### config.mk
export PLATFORM = sky130hd
export DESIGN_NAME = countryroad_timer
export DESIGN_NICKNAME = d
export VERILOG_FILES = /design/src/rtl/countryroad_timer.sv
export SDC_FILE = /design/constraint.sdc
export NUM_CORES = 1
export LEC_CHECK = 0
export CAP_MARGIN = 20
export CORE_MARGIN = 3
export CORE_UTILIZATION = 45
export CTS_CLUSTER_DIAMETER = 120
export DETAILED_ROUTE_END_ITERATION = 7
export DONT_BUFFER_PORTS = 1
export PLACE_DENSITY_LB_ADDON = 0.2
export SLEW_MARGIN = 15
export SYNTH_ARGS = -nofsm -noshare
export SYNTH_HDL_FRONTEND = slang
export SYNTH_SLANG_ARGS = --single-unit
### constraint.sdc
create_clock -name clk -period 4.4 [get_ports clk]
set_input_delay 0.44 -clock clk [delete_from_list [all_inputs] [get_ports clk]]
set_output_delay 0.44 -clock clk [all_outputs]
set_load 0.01 [all_outputs]
### src/rtl/countryroad_timer.sv
// Country-road phase timer: a one-second prescaler plus two 6-bit
// countdown registers (green and yellow) that are reloaded from
// programmable duration registers whenever the light FSM restarts a phase.
module countryroad_timer #(
  parameter int TICK_DIV   = 50000000,
  parameter int GREEN_DEF  = 30,
  parameter int YELLOW_DEF = 3
) (
  input  logic       clk,
  input  logic       rst_n,
  input  logic       start_n,
  input  logic [2:0] light_r,
  input  logic [5:0] cfg_green,
  input  logic [5:0] cfg_yellow,
  input  logic       cfg_we,
  output logic [5:0] green_time,
  output logic [5:0] yellow_time,
  output logic       tick,
  output logic       cfg_err
);

  // Prescaler width is sized to hold TICK_DIV-1; TICK_DIV is at least 2.
  localparam int PW = (TICK_DIV > 2) ? $clog2(TICK_DIV) : 1;
  localparam logic [PW-1:0] PRE_MAX = PW'(TICK_DIV - 1);

  // One-hot encodings of the country-road light.
  localparam logic [2:0] LIGHT_GREEN  = 3'b100;
  localparam logic [2:0] LIGHT_YELLOW = 3'b010;
  localparam logic [2:0] LIGHT_RED    = 3'b001;

  localparam logic [5:0] GREEN_RST  = 6'(GREEN_DEF);
  localparam logic [5:0] YELLOW_RST = 6'(YELLOW_DEF);

  logic [PW-1:0] prescale_q, prescale_d;
  logic [5:0]    greenTime_q, greenTime_d;
  logic [5:0]    yellowTime_q, yellowTime_d;
  logic [5:0]    greenDur_q, greenDur_d;
  logic [5:0]    yellowDur_q, yellowDur_d;
  logic          cfgErr_q, cfgErr_d;

  logic          tickNow;
  logic          lightValid;
  logic          cfgReject;

  // The one-second boundary is the last prescaler count.
  always_comb begin
    tickNow = (prescale_q == PRE_MAX);
  end

  // Only the three legal one-hot light codes drive the counters.
  always_comb begin
    lightValid = (light_r == LIGHT_GREEN) ||
                 (light_r == LIGHT_YELLOW) ||
                 (light_r == LIGHT_RED);
  end

  // Prescaler restarts on a phase restart so the first second is full length.
  always_comb begin
    if (start_n || tickNow) begin
      prescale_d = '0;
    end else begin
      prescale_d = prescale_q + PW'(1);
    end
  end

  // Countdown registers: load on restart, decrement on tick, clear when idle.
  always_comb begin
    greenTime_d  = greenTime_q;
    yellowTime_d = yellowTime_q;
    if (!lightValid) begin
      greenTime_d  = '0;
      yellowTime_d = '0;
    end else if (start_n) begin
      case (light_r)
        LIGHT_GREEN: begin
          yellowTime_d = yellowDur_q;
          greenTime_d  = '0;
        end
        LIGHT_RED: begin
          greenTime_d  = greenDur_q;
          yellowTime_d = '0;
        end
        default: begin
          greenTime_d  = greenTime_q;
          yellowTime_d = yellowTime_q;
        end
      endcase
    end else begin
      if (light_r == LIGHT_GREEN) begin
        if (tickNow && (greenTime_q > 6'd1)) begin
          greenTime_d = greenTime_q - 6'd1;
        end
      end else begin
        greenTime_d = '0;
      end
      if (light_r == LIGHT_YELLOW) begin
        if (tickNow && (yellowTime_q > 6'd1)) begin
          yellowTime_d = yellowTime_q - 6'd1;
        end
      end else begin
        yellowTime_d = '0;
      end
    end
  end

  // A write with any zero duration is rejected as a whole and flagged.
  always_comb begin
    cfgReject   = cfg_we && ((cfg_green == 6'd0) || (cfg_yellow == 6'd0));
    greenDur_d  = greenDur_q;
    yellowDur_d = yellowDur_q;
    cfgErr_d    = cfgReject;
    if (cfg_we && !cfgReject) begin
      greenDur_d  = cfg_green;
      yellowDur_d = cfg_yellow;
    end
  end

  // State register for prescaler, counters, durations and error flag.
  always_ff @(posedge clk or negedge rst_n) begin
    if (!rst_n) begin
      prescale_q   <= '0;
      greenTime_q  <= '0;
      yellowTime_q <= '0;
      greenDur_q   <= GREEN_RST;
      yellowDur_q  <= YELLOW_RST;
      cfgErr_q     <= 1'b0;
    end else begin
      prescale_q   <= prescale_d;
      greenTime_q  <= greenTime_d;
      yellowTime_q <= yellowTime_d;
      greenDur_q   <= greenDur_d;
      yellowDur_q  <= yellowDur_d;
      cfgErr_q     <= cfgErr_d;
    end
  end

  assign green_time  = greenTime_q;
  assign yellow_time = yellowTime_q;
  assign tick        = tickNow;
  assign cfg_err     = cfgErr_q;

endmodule

==> flow_summary.yaml, run 1 <==
floorplan:
  core_region_area_um2: 5960
  std_cell_rows: 28
  ios: 33
  die_area_um2: 7180
  die_w_um: 84.8
  die_h_um: 84.8
  start_util_pct: 46.9
grt:
  grt_use_met1_pct: 22.7
  grt_pass1_wl_mm: 9.60
  grt_pass1_vias: 1922
  antenna_found_initial: 0
  busiest_layer: "met2"
  grt_use_met3_pct: 4.22
  met2_usage_pct: 25.8
  grt_overflow: 0
  track_usage_pct: 16.6
  grt_max_degree: 52
logic_synthesis:
  syn_area_um2: 2790
  synth-async-reset-ratio_pct: 100
  synth_top_area_share_pct: 40.3
  netlist_instances: 272
  ys_ff_latch: 51
  synth.distinct_cells: 51
  synth_top_area_cell: "dfrtp_1"
  ys_seq_area_share_pct: 46.0
  synthTopCellsByCount: "dfrtp_1, nor2_1, xnor2_1"
  synth_area_leaders: "dfrtp_1, nor2_1, mux2_4"
  yosys_most_used_dff: "dfrtp_1"
  ys_warn_count: 0
  synth_edf_count: 0
  synth_area_per_cell_um2: 10.3
  synth_fp_nets: 296
drt:
  vias: 1921
  wirelength_mm: 5.48
  drc: 0
  first_iter_violations: 107
  first_pass_iters: 4
  post_drt_wl_per_cell_um: 15.8
  viasPerCell: 5.55
  ant_nets: 0
worst_hold_path:
  min_path_type: "input pin to register"
  min_from: "start_n"
critical_path:
  cp-endpoint: "prescale_q[17]"
  reg2reg_from: "prescale_q[0]"
  worstSetupPathType: "register to register"
  cp_data_required_time_ns: 4.55
  crit_path_start: "prescale_q[0]"
  timing.critical_path.fanout_max: 25
  r2r-end: "prescale_q[17]"
  r2r_slack_ns: 2.04
  reg2reg_depth: 6
  crit_path_end_kind: "register"
  start_kind: "register"
  critPathArrivalTime_ns: 2.51
place:
  portBuffers: 0
  gp_congestion: 0.780
  dp.cells: 336
  hpwlAfterDp_mm: 3.96
finish:
  regArea_um2: 1280
  area_growth_pct: 5.74
  fill_cells: 571
  antenna_cells: 0
  nNetsFinal: 294
  instances_no_fill: 346
  drive_above_1_share_pct: 15.5
  multi_input_area_um2: 1400
clock_tree:
  cts_hold_buffers: 2
  cts_buffers: 5
  clk_pin_slew_worst_paths_ns: 0.09
  cts.htree.levels: 2
  cts_tree: "yes"
  ctsResizeCount: 0
  clock_sinks: 51
  insertion_delay_ns: 0.30
  post_cts_buffers: 0
  cts_root_buf: "clkbuf_8"
  cts.path.max_buffers: 2
sta:
  slew-limit-headroom_pct: 37.2
  finClkSkew_ns: 0.0114
  finalCriticalPeriod_ns: 2.36
  finalCritPeriodShare_pct: 53.6
  finalHoldViolations: 0
  setup_viol: 0
  tightest_slew_ns: 0.942
  rsz0062_at_grt: "false"
  fmax_mhz: 424
  slew_viol_final: 0
  setup_tns_ns: 0
pwr:
  total_power_uw: 892
  pwr-share-clk_pct: 31.3
  netSwitchingPower_uw: 221
  seqPwrFrac_pct: 57.8
  intPower_uw: 671
  vdd_ir_drop_max_uv: 175
  combPwrFrac_pct: 10.9
  leakage_nw: 1.23
  power_density_nw_per_um2: 302
  switching_share_pct: 24.8
run:
  drv_cap: 0
status:
  status: "finished, final reports clean"
power groups by stage:
stage	Combinational [mW]	Sequential, mW	Clock (mW)
after global routing	0.109	0.519	0.311
after CTS	0.0986	0.516	0.293
after global placement	0.0841	0.525	0
after floorplan	0.0781	0.518	0
after detailed placement	0.0851	0.525	0
final	0.0971	0.515	0.279
layer usage:
layer	up-vias	wire length [µm]
met3	4	259
met1	942	2600
met5	-	0
met2	38	2570
li1	937	-
met4	0	44
registers in the layout, indices dropped and copies added, names as in the netlist:
name and flops:
yellowDur_q 6, yellow_time 6, green_time 6, cfg_err 1
prescale_q 26, greenDur_q 6
per-stage QoR:
stage | hold slack, ns | instance area [µm²] | setup slack [ns] | utilization, %
after detailed placement | 0.146 | 2820 | 2.01 | 47.3
final | 0.190 | 2950 | 2.04 | 49.6
after CTS | 0.178 | 2950 | 2.00 | 49.6
after floorplan | 0.144 | 2790 | 2.52 | -
after global routing | 0.169 | 2950 | 1.81 | 49.6
after global placement | 0.146 | 2820 | 2.08 | 47.3
worst max-delay path, stage by stage, from the launching register on:
cell and delay, ns:
dfrtp_1 0.39, ha_1 0.21, and4_1 0.39, nand4_4 0.14
or2_4 0.28, nand2b_1 0.67, nor2_1 0.13
layout make-up:
type                       count  area share, %
timing repair buffer           2           1.27
tap                           75           3.18
sequential                    51           43.5
multi-input combinational    199           47.4
clock inverter                 1          0.297
inverter                      11           1.40
clock buffer                   7           2.92
how the worst min path moves through the flow:
stage | end | slack, ns | cells after the start
global route | prescale_q[6] | 0.17 | 1
floorplan | cfg_err | 0.14 | 0
global placement | prescale_q[13] | 0.15 | 0
detailed placement | prescale_q[13] | 0.15 | 0
finish | prescale_q[6] | 0.19 | 1
CTS | prescale_q[6] | 0.18 | 1
layout by cell type, fill, tap and decap left out, types with 6 or more instances in the layout:
| cell type | count |
|---|---|
| nor2_1 | 45 |
| dfrtp_1 | 45 |
| xnor2_1 | 16 |
| nand3_1 | 13 |
| nor3_1 | 13 |
| nand2_1 | 12 |
| xor2_1 | 12 |
| inv_1 | 11 |
| mux2_4 | 11 |
| mux2_2 | 7 |
| clkbuf_8 | 6 |
| dfstp_2 | 6 |
cell families (layout without fill, tap and decap cells):
family | count (synthesis) | count (layout) | synth area share (%)
and+or+nand+nor | 122 | 122 | 23.4
DFF | 51 | 51 | 46.0
xor gates and xnor gates | 28 | 28 | 8.79
AOI/OAI and AO/OA | 24 | 24 | 6.28
buffers and inverters | 22 | 21 | 3.85
muxes | 20 | 20 | 9.46
adders and majority gates | 5 | 5 | 2.24
No activity file was read; power rests on OpenSTA's default activity.
==> run 2, diff against run 1 <==
==> constraint.sdc (replaced) <==
create_clock -name clk -period 2.4 [get_ports clk]
set_input_delay 0.24 -clock clk [delete_from_list [all_inputs] [get_ports clk]]
set_output_delay 0.24 -clock clk [all_outputs]
set_load 0.01 [all_outputs]
==> flow_summary.yaml, run 2 (synthesis gave the netlist of run 1 again) <==
drt:
  first_pass_iters: 4
  post_drt_wl_per_cell_um: 16.1
  ant_nets: 0
  wirelength_mm: 5.60
  vias: 1934
  drc: 0
  first_iter_violations: 95
  viasPerCell: 5.56
clock_tree:
  cts_root_buf: "clkbuf_8"
  cts_buffers: 5
  clock_sinks: 51
  cts_tree: "yes"
  cts.htree.levels: 2
  ctsResizeCount: 0
  clk_pin_slew_worst_paths_ns: 0.09
  insertion_delay_ns: 0.30
  post_cts_buffers: 0
  cts.path.max_buffers: 2
sta:
  slew-limit-headroom_pct: 58.6
  tightest_slew_ns: 0.619
  setup_tns_ns: 0
  finalCritPeriodShare_pct: 91.3
  finalHoldViolations: 0
  finalCriticalPeriod_ns: 2.19
  slew_viol_final: 0
  fmax_mhz: 456
  finClkSkew_ns: 0.00892
  setup_viol: 0
  rsz0062_at_grt: "false"
floorplan:
  die_h_um: 84.8
  die_w_um: 84.8
  std_cell_rows: 28
  core_region_area_um2: 5960
  start_util_pct: 46.9
  die_area_um2: 7180
  ios: 33
critical_path:
  critPathArrivalTime_ns: 2.39
  worstSetupPathType: "register to register"
  start_kind: "register"
  crit_path_end_kind: "register"
  cp_data_required_time_ns: 2.60
  timing.critical_path.fanout_max: 5
grt:
  grt_pass1_vias: 1977
  track_usage_pct: 16.8
  grt_pass1_wl_mm: 9.74
  grt_max_degree: 52
  antenna_found_initial: 0
  grt_overflow: 0
finish:
  regArea_um2: 1280
  antenna_cells: 0
  final_util_pct: 50.2
  area_growth_pct: 7.17
  drive_above_1_share_pct: 16.1
  largest_register_ffs: 26
  instances_no_fill: 348
  mostFrequentLayoutCells: "nor2_1, dfrtp_1, xnor2_1"
  nNetsFinal: 296
  fill_cells: 554
  largest-register: "prescale_q"
  multi_input_area_um2: 1400
place:
  dp.cells: 337
  gp_congestion: 0.793
  hpwlAfterDp_mm: 3.93
  portBuffers: 0
pwr:
  leakage_nw: 1.25
  vdd_ir_drop_max_uv: 322
  total_power_mw: 1.74
  power_density_nw_per_um2: 582
status:
  status: "finished, final reports clean"
worst_hold_path:
  min_path_type: "input pin to register"
run:
  drv_cap: 0
[run 2: changes by cell type in the layout (fill, tap and decap cells not counted)]
cell,change
clkinv_4,-1
clkinv_2,+1
buf_4,+1
clkbuf_1,-1
dlygate4sd3_1,+1
bufinv_16,+1
[run 2: worst paths after layout]
kind | start | endpoint | slack (ns) | cells past startpoint
setup / recovery | green_time[0] | green_time[5] | 0.21 | 7
hold / removal | cfg_yellow[0] | yellowDur_q[0] | 0.07 | 1
setup reg to reg | green_time[0] | green_time[5] | 0.21 | 7
hold reg to reg | prescale_q[0] | prescale_q[0] | 0.48 | 1
max in group asynchronous | rst_n | greenDur_q[1] | 1.65 | 2
min in group asynchronous | rst_n | yellow_time[4] | 0.48 | 2
[run 2: layer usage]
layer	up-vias	wire length, µm	global-route usage [%]
li1	944	-	-
met1	939	2690	23.4
met2	41	2610	25.4
met3	10	214	4.02
met4	0	93	6.33
met5	-	0	0
[run 2: power breakdown]
| part | internal, mW | switching, mW | total [mW] |
|---|---|---|---|
| combinational | 0.0907 | 0.0910 | 0.182 |
| sequential | 0.905 | 0.0402 | 0.945 |
| clock | 0.337 | 0.276 | 0.614 |
| total | 1.33 | 0.408 | 1.74 |
[run 2: per-stage QoR]
step | area (µm²) | hold slack (ns) | setup WS, ns
floorplan | 2790 | -0.0556 | 0.521
global placement | 2830 | -0.0542 | 0.298
detailed placement | 2830 | -0.0543 | 0.284
CTS | 2990 | 0.0563 | 0.245
global route | 2990 | 0.0514 | 0.121
finish | 2990 | 0.0744 | 0.209
[run 2: timing repair]
action,CTS,global route
setup endpoints to repair,0,0
hold buffers,3,0
endpoints found under the hold margin,52,0
[run 2: area by class of cell]
| class | instances | area share [%] |
|---|---|---|
| Clock inverter | 2 | 1.17 |
| Inverter | 11 | 1.38 |
| Clock buffer | 6 | 2.76 |
| Tap cell | 75 | 3.14 |
| Timing Repair Buffer | 4 | 1.84 |
| Sequential cell | 51 | 42.9 |
| Multi-Input combinational cell | 199 | 46.8 |
[run 2: critical path, stage by stage, from the launching register on]
cell     delay (ns)
dfrtp_1        0.47
inv_1          0.13
ha_1           0.22
nor2_1         0.05
nor3b_1        0.42
nor4_2         0.11
a21oi_2        0.31
mux2_2         0.38
==> run 3, diff against run 2 <==
--- a/config.mk
+++ b/config.mk
@@ -7,7 +7,7 @@
 export LEC_CHECK = 0
 export CAP_MARGIN = 20
 export CORE_MARGIN = 3
-export CORE_UTILIZATION = 45
+export CORE_UTILIZATION = 63
 export CTS_CLUSTER_DIAMETER = 120
 export DETAILED_ROUTE_END_ITERATION = 7
 export DONT_BUFFER_PORTS = 1
==> flow_summary.yaml, run 3 (synthesis gave the netlist of run 1 again) <==
clock_tree:
  post_cts_buffers: 0
  insertion_delay_ns: 0.30
  cts_tree: "yes"
  cts.path.max_buffers: 2
  clock_sinks: 51
  ctsResizeCount: 0
  cts.htree.levels: 2
  clk_pin_slew_worst_paths_ns: 0.09
  cts_root_buf: "clkbuf_8"
  cts_buffers: 5
pwr:
  netSwitchingPower_uw: 406
  intPower_mw: 1.41
  combPwrFrac_pct: 10.0
  pwr-share-clk_pct: 38.0
  power_density_nw_per_um2: 611
  seqPwrFrac_pct: 52.0
  vdd_ir_drop_max_uv: 410
  leakage_nw: 1.25
  switching_share_pct: 22.3
sta:
  layout_setup_ws_ns: 0.331
  finalCritPeriodShare_pct: 86.2
  rsz0062_at_grt: "false"
  slew_viol_final: 0
  slew-limit-headroom_pct: 61.3
  setup_tns_ns: 0
  finalHoldViolations: 0
  fmax_mhz: 483
  finClkSkew_ns: 0.00821
  finalCriticalPeriod_ns: 2.07
  setup_viol: 0
  tightest_slew_ns: 0.579
finish:
  final_util_pct: 71.8
  largest_register_ffs: 26
  nNetsFinal: 296
  area_growth_pct: 6.59
  finalInstanceArea_um2: 2980
  largest-register: "prescale_q"
  drive_above_1_share_pct: 15.8
  mostFrequentLayoutCells: "nor2_1, dfrtp_1, xnor2_1"
  antenna_cells: 0
floorplan:
  core_region_area_um2: 4140
  die_area_um2: 5270
  ios: 33
  die_h_um: 72.6
  start_util_pct: 67.4
  std_cell_rows: 23
  die_w_um: 72.6
drt:
  post_drt_wl_per_cell_um: 16.4
  vias: 1928
  first_iter_violations: 147
  first_pass_iters: 4
  wirelength_mm: 5.29
  ant_nets: 0
  drc: 0
  viasPerCell: 5.97
place:
  portBuffers: 0
  gp_congestion: 0.878
  dpl-instance-area_um2: 2800
  hpwlAfterDp_mm: 3.80
  pre_cts_slack_ns: 0.345
run:
  drv_cap: 0
grt:
  grt_pass1_vias: 1854
  track_usage_pct: 21.8
  grt_overflow: 0
  antenna_found_initial: 0
  grt_max_degree: 52
  grt_pass1_wl_mm: 9.04
critical_path:
  start_kind: "register"
  worstSetupPathType: "register to register"
  timing.critical_path.fanout_max: 7
  critPathArrivalTime_ns: 2.25
  crit_path_end_kind: "register"
  cp_data_required_time_ns: 2.59
worst_hold_path:
  min_path_type: "input pin to register"
status:
  status: "finished, final reports clean"
## run 3: cell type report
cell class	count	area, µm²
Multi-Input combinational cell	199	1400
Sequential cell	51	1280
Fill cell	326	1170
Clock buffer	6	72.6
Tap cell	50	62.6
Clock inverter	2	60.1
Timing Repair Buffer	4	55.1
Inverter	11	41.3
## run 3: worst paths after layout
kind | from | endpoint | slack [ns] | depth (start not counted)
setup / recovery | prescale_q[0] | yellow_time[1] | 0.33 | 6
hold / removal | cfg_green[3] | greenDur_q[3] | 0.08 | 1
setup reg to reg | prescale_q[0] | yellow_time[1] | 0.33 | 6
hold reg to reg | prescale_q[0] | prescale_q[0] | 0.48 | 1
max in group asynchronous | rst_n | greenDur_q[1] | 1.68 | 2
min in group asynchronous | rst_n | cfg_err | 0.45 | 2
## run 3: stage by stage
stage	hold slack (ns)	instances	total power [mW]
6_report	0.0814	323	1.82
5_1_grt	0.0618	323	1.89
4_1_cts	0.0730	323	1.83
3_5_place_dp	-0.0545	312	1.12
3_3_place_gp	-0.0546	312	1.11
2_1_floorplan	-0.0556	272	1.09
## run 3: layer usage
layer	wire [µm]	GRT usage, %	up-vias	share of wire [%]
met5	0	0	-	0
met4	97	8.40	0	1.8
met1	2510	31.6	924	48
met2	2390	32.2	48	45
met3	282	4.57	9	5.3
li1	-	-	947	-
## run 3: worst max-delay path, cell delays in order (launching register included)
cell and delay [ns]:
dfrtp_1 0.39, ha_1 0.21, and4_1 0.40, nand4_4 0.14, or2_4 0.28, o21a_4 0.25
mux2_4 0.29
## run 3: power groups by stage
stage	combinational [mW]	sequential (mW)	clock [mW]
3_5_place_dp	0.157	0.962	0
5_1_grt	0.203	0.953	0.733
3_3_place_gp	0.154	0.961	0
6_report	0.182	0.946	0.691
4_1_cts	0.183	0.946	0.702
2_1_floorplan	0.143	0.950	0
## run 3: timing repair
item / 4_1_cts / 5_1_grt
endpoints found under the setup margin: 0 / 0
hold endpoints to repair: 52 / 0
hold buffers: 3 / 0
==> variant 1 (config.mk and constraints of run 2) <==
Change the parameter `TICK_DIV` from 50000000 to 100000000.
--- a/src/rtl/countryroad_timer.sv
+++ b/src/rtl/countryroad_timer.sv
@@ -2,7 +2,7 @@
 // countdown registers (green and yellow) that are reloaded from
 // programmable duration registers whenever the light FSM restarts a phase.
 module countryroad_timer #(
-  parameter int TICK_DIV   = 50000000,
+  parameter int TICK_DIV   = 100000000,
   parameter int GREEN_DEF  = 30,
   parameter int YELLOW_DEF = 3
 ) (
Behaviour: same outputs for any inputs over 10 cycles, from zero or initial values and one cycle with rst_n low; that may be too few to reach the edited logic, so the function may still have changed.
==> variant 1 against run 2 <==
Final area is 1.1% lower; final cell count rose by 1.7%; synthesized cell count up 3.7%; combinational power fell by 12%; global-route usage down 1.0 points; power down 0.78%; sequential cell count is 1 higher; non-clock buffer count unchanged; wire length down 2.6%; area after synthesis fell by 0.81%; setup slack gained 0.23 ns; via count grew 2.8%; critical path type unchanged; critical endpoint is now yellow_time[5]$_DFFE_PN0P_; largest power group unchanged; highest routed layer unchanged.
==> variant 1: results <==
metrics = {
    "finish": {
        "layout.nets": 305,
        "multi_input_cells": 209,
        "clock_buffers": 5,
        "sh_seq_area": 0.442,
        "inverters": 9,
        "largest_register_ff_count": 27,
        "post_route_cells_drive_above_1_share": 0.138,
        "non_clock_buffer_area_share": 0.0186,
        "clockNetworkAreaShare": 0.0376,
        "filler_cell_count_in_the_final_layout": 544,
    },
    "global_route": {
        "grt_pass1_wl_um": 9180,
        "grt_util_all_layers": 0.158,
        "use_met1": 0.219,
        "grt_max_degree": 53,
        "met3_usage": 0.0500,
        "grt_pass1_vias": 1935,
    },
    "power": {
        "vdd.ir_drop.worst_v": 0.000295,
        "p_leak_nw": 1.19,
        "clock_power_w": 0.000607,
        "power.density_nw_per_um2": 584,
        "share_clk_of_total_power": 0.352,
    },
    "logic_synthesis": {
        "synth_compound_area_frac": 0.0967,
        "synth_xor_xnor_area_share": 0.0822,
        "synth.lib_cells_used.distinct": 46,
        "netlist_top_cells_area": "sky130_fd_sc_hd__dfrtp_1 (42%), sky130_fd_sc_hd__nor2_1 (5.8%), sky130_fd_sc_hd__dfstp_2 (5.7%)",
        "synth_common_cells": "sky130_fd_sc_hd__dfrtp_1 (46), sky130_fd_sc_hd__nor2_1 (43), sky130_fd_sc_hd__xnor2_1 (18)",
        "synth-seq-area-share": 0.473,
        "synth_adder_area_share": 0.0226,
    },
    "placed_design": {
        "detailedPlacementHpwl_um": 3700,
        "globalplace.congestion": 0.755,
    },
    "setup_path": {
        "timing.reg2reg.setup_slack_ns": 0.44,
        "r2r-end": "yellow_time[5]$_DFFE_PN0P_",
        "path_delay_family": "compound AO/OA/AOI/OAI gates",
        "reg2regPathDepth": 6,
    },
    "drt": {
        "post_drt_wl_per_cell_um": 15.4,
        "dr_wl_met3_um": 283,
        "dr_wl_met2_um": 2420,
        "drt_iter0_drc": 124,
        "via_count": 1988,
        "route.layer.met1.wl_um": 2690,
    },
    "clock_tree": {
        "cts.sink_count": 52,
    },
    "timing": {
        "relSlewSlack": 0.549,
        "holdWs_ns": 0.0113,
    },
    "run_status": {
        "outcome": "completed",
    },
    "worst_hold_path": {
        "hold_path.startpoint": "light_r[0]",
    },
}
[variant 1: changes by cell type in the layout (fill, tap and decap cells not counted), moves of 3 or more]
cell / delta
sky130_fd_sc_hd__mux2_4: -11
sky130_fd_sc_hd__a21oi_1: +8
sky130_fd_sc_hd__o21ai_0: +7
sky130_fd_sc_hd__mux2_2: +5
sky130_fd_sc_hd__and3_1: +4
sky130_fd_sc_hd__nand2_1: +4
sky130_fd_sc_hd__nor4_1: +4
sky130_fd_sc_hd__o21ai_2: +4
sky130_fd_sc_hd__xor2_1: -4
sky130_fd_sc_hd__nand3_1: -3
sky130_fd_sc_hd__o31ai_1: +3
[variant 1: metrics by stage]
step           utilization  cell area, um2  cells  setup WS [ns]
3_3_place_gp         0.488            2800    343          0.483
3_5_place_dp         0.488            2800    343          0.464
4_1_cts              0.515            2960    354          0.436
6_report             0.515            2960    354          0.442
2_1_floorplan            -            2770    282          0.566
5_1_grt              0.515            2960    354          0.280
==> variant 2 (settings of run 2) <==
Without the edit above. Put one more register stage on the output `yellow_time`, without a reset. The value now appears one clock later. The other outputs are not delayed to match.
--- a/src/rtl/countryroad_timer.sv
+++ b/src/rtl/countryroad_timer.sv
@@ -135,7 +135,9 @@
   end
 
   assign green_time  = greenTime_q;
-  assign yellow_time = yellowTime_q;
+  always_ff @(posedge clk) begin
+    yellow_time <= yellowTime_q;
+  end
   assign tick        = tickNow;
   assign cfg_err     = cfgErr_q;
 
Formal check against the unedited RTL: not equivalent (a bounded check fails within 4 cycles, from zero or initial values and one cycle with rst_n low).
==> variant 2 against run 2 <==
Final cell count rose by 6.6%; sequential cell count is 6 higher; clock skew about the same; area after synthesis grew 5.1%; clock power grew 64%; setup slack worse by 0.11 ns; global-route usage rose by 0.81 points; non-clock buffer count grew 2; final area grew 9.7%; sequential share of layout area fell by 0.15 points; core utilization rose by 3.3 points; power up 29%; wire length up 7.5%.
==> variant 2: results <==
metrics = {
    "run_status": {
        "outcome": "completed",
    },
    "logic_synthesis": {
        "synth-seq-area-share": 0.478,
        "netlist_top_cells_area": "sky130_fd_sc_hd__dfrtp_1 (38%), sky130_fd_sc_hd__dfstp_2 (5.4%), sky130_fd_sc_hd__nor2_1 (5.0%)",
        "ys_async_sr_fraction": 0.895,
        "syn-num-nets": 306,
        "synth_common_cells": "sky130_fd_sc_hd__dfrtp_1 (45), sky130_fd_sc_hd__nor2_1 (39), sky130_fd_sc_hd__nand2_1 (17)",
        "synth.lib_cells_used.distinct": 54,
        "postSynthCellCount": 282,
    },
    "placed_design": {
        "detailedPlacementHpwl_um": 4160,
        "dp_worst_setup_slack_ns": 0.374,
        "globalplace.congestion": 0.799,
        "detailed_place.area_um2": 3000,
    },
    "power": {
        "p_leak_nw": 1.33,
        "pwr.group.sequential_w": 0.00106,
        "switching_share": 0.250,
    },
    "finish": {
        "layout.nets": 315,
    },
    "clock_tree": {
        "cts.clk_slew.worst_paths_ns": 0.07,
        "clkLatencyLatePin_ns": 0.34,
    },
    "drt": {
        "routed_via_density": 5.73,
        "totalWireLength_um": 6020,
    },
    "global_route": {
        "grt_util_all_layers": 0.176,
        "grt_pass1_wl_um": 10300,
        "grt_pass1_vias": 2070,
    },
    "setup_path": {
        "cpMaxStageDelayCell": "sky130_fd_sc_hd__or4_1",
    },
    "timing": {
        "final.setup_skew_ns": 0.00908,
    },
}
## variant 2: worst paths after layout
check                                                  from                     endpoint  slack [ns]
worst min-delay path                                 cfg_we            cfg_err$_DFF_PN0_        0.05
worst min register to register  yellowTime_q[1]$_DFFE_PN0P_       yellow_time[1]$_DFF_P_        0.41
min in group asynchronous                             rst_n  yellowTime_q[1]$_DFFE_PN0P_        0.41
max in group asynchronous                             rst_n    greenDur_q[2]$_DFFE_PN1P_        1.70
worst max-delay path               prescale_q[20]$_DFF_PN0_                         tick         0.1
worst max register to register      prescale_q[0]$_DFF_PN0_     prescale_q[15]$_DFF_PN0_        0.39
## variant 2: cells by family after synthesis
logic type,Yosys count,share of synthesized area
and+or+nand+nor,127,0.245
muxes,14,0.0529
DFF,57,0.478
buffers and inverters,18,0.0333
adders and majority gates,5,0.0213
AOI/OAI and AO/OA,35,0.0913
xor gates and xnor gates,26,0.0776
## variant 2: cell type report
| class | instances | area, um2 |
|---|---|---|
| Sequential cell | 57 | 1400 |
| Tap cell | 75 | 93.8 |
| Clock inverter | 7 | 103 |
| Inverter | 10 | 37.5 |
| Multi-Input combinational cell | 207 | 1440 |
| Timing Repair Buffer | 6 | 82.6 |
| Clock buffer | 9 | 124 |
| Fill cell | 537 | 2850 |
## variant 2: layer usage
layer	track usage	vias up	routed length, um
met5	0	-	0
met4	0.0510	0	84
met3	0.0618	9	234
met2	0.278	32	2890
met1	0.228	1056	2810
li1	-	1029	-
## variant 2: what timing repair did
| item | CTS | global route |
|---|---|---|
| endpoints found under the hold margin | 52 | 0 |
| gates resized for setup | 0 | 1 |
| hold buffers | 3 | 0 |
| buffers inserted | 0 | 0 |
| setup endpoints to repair | 0 | 1 |
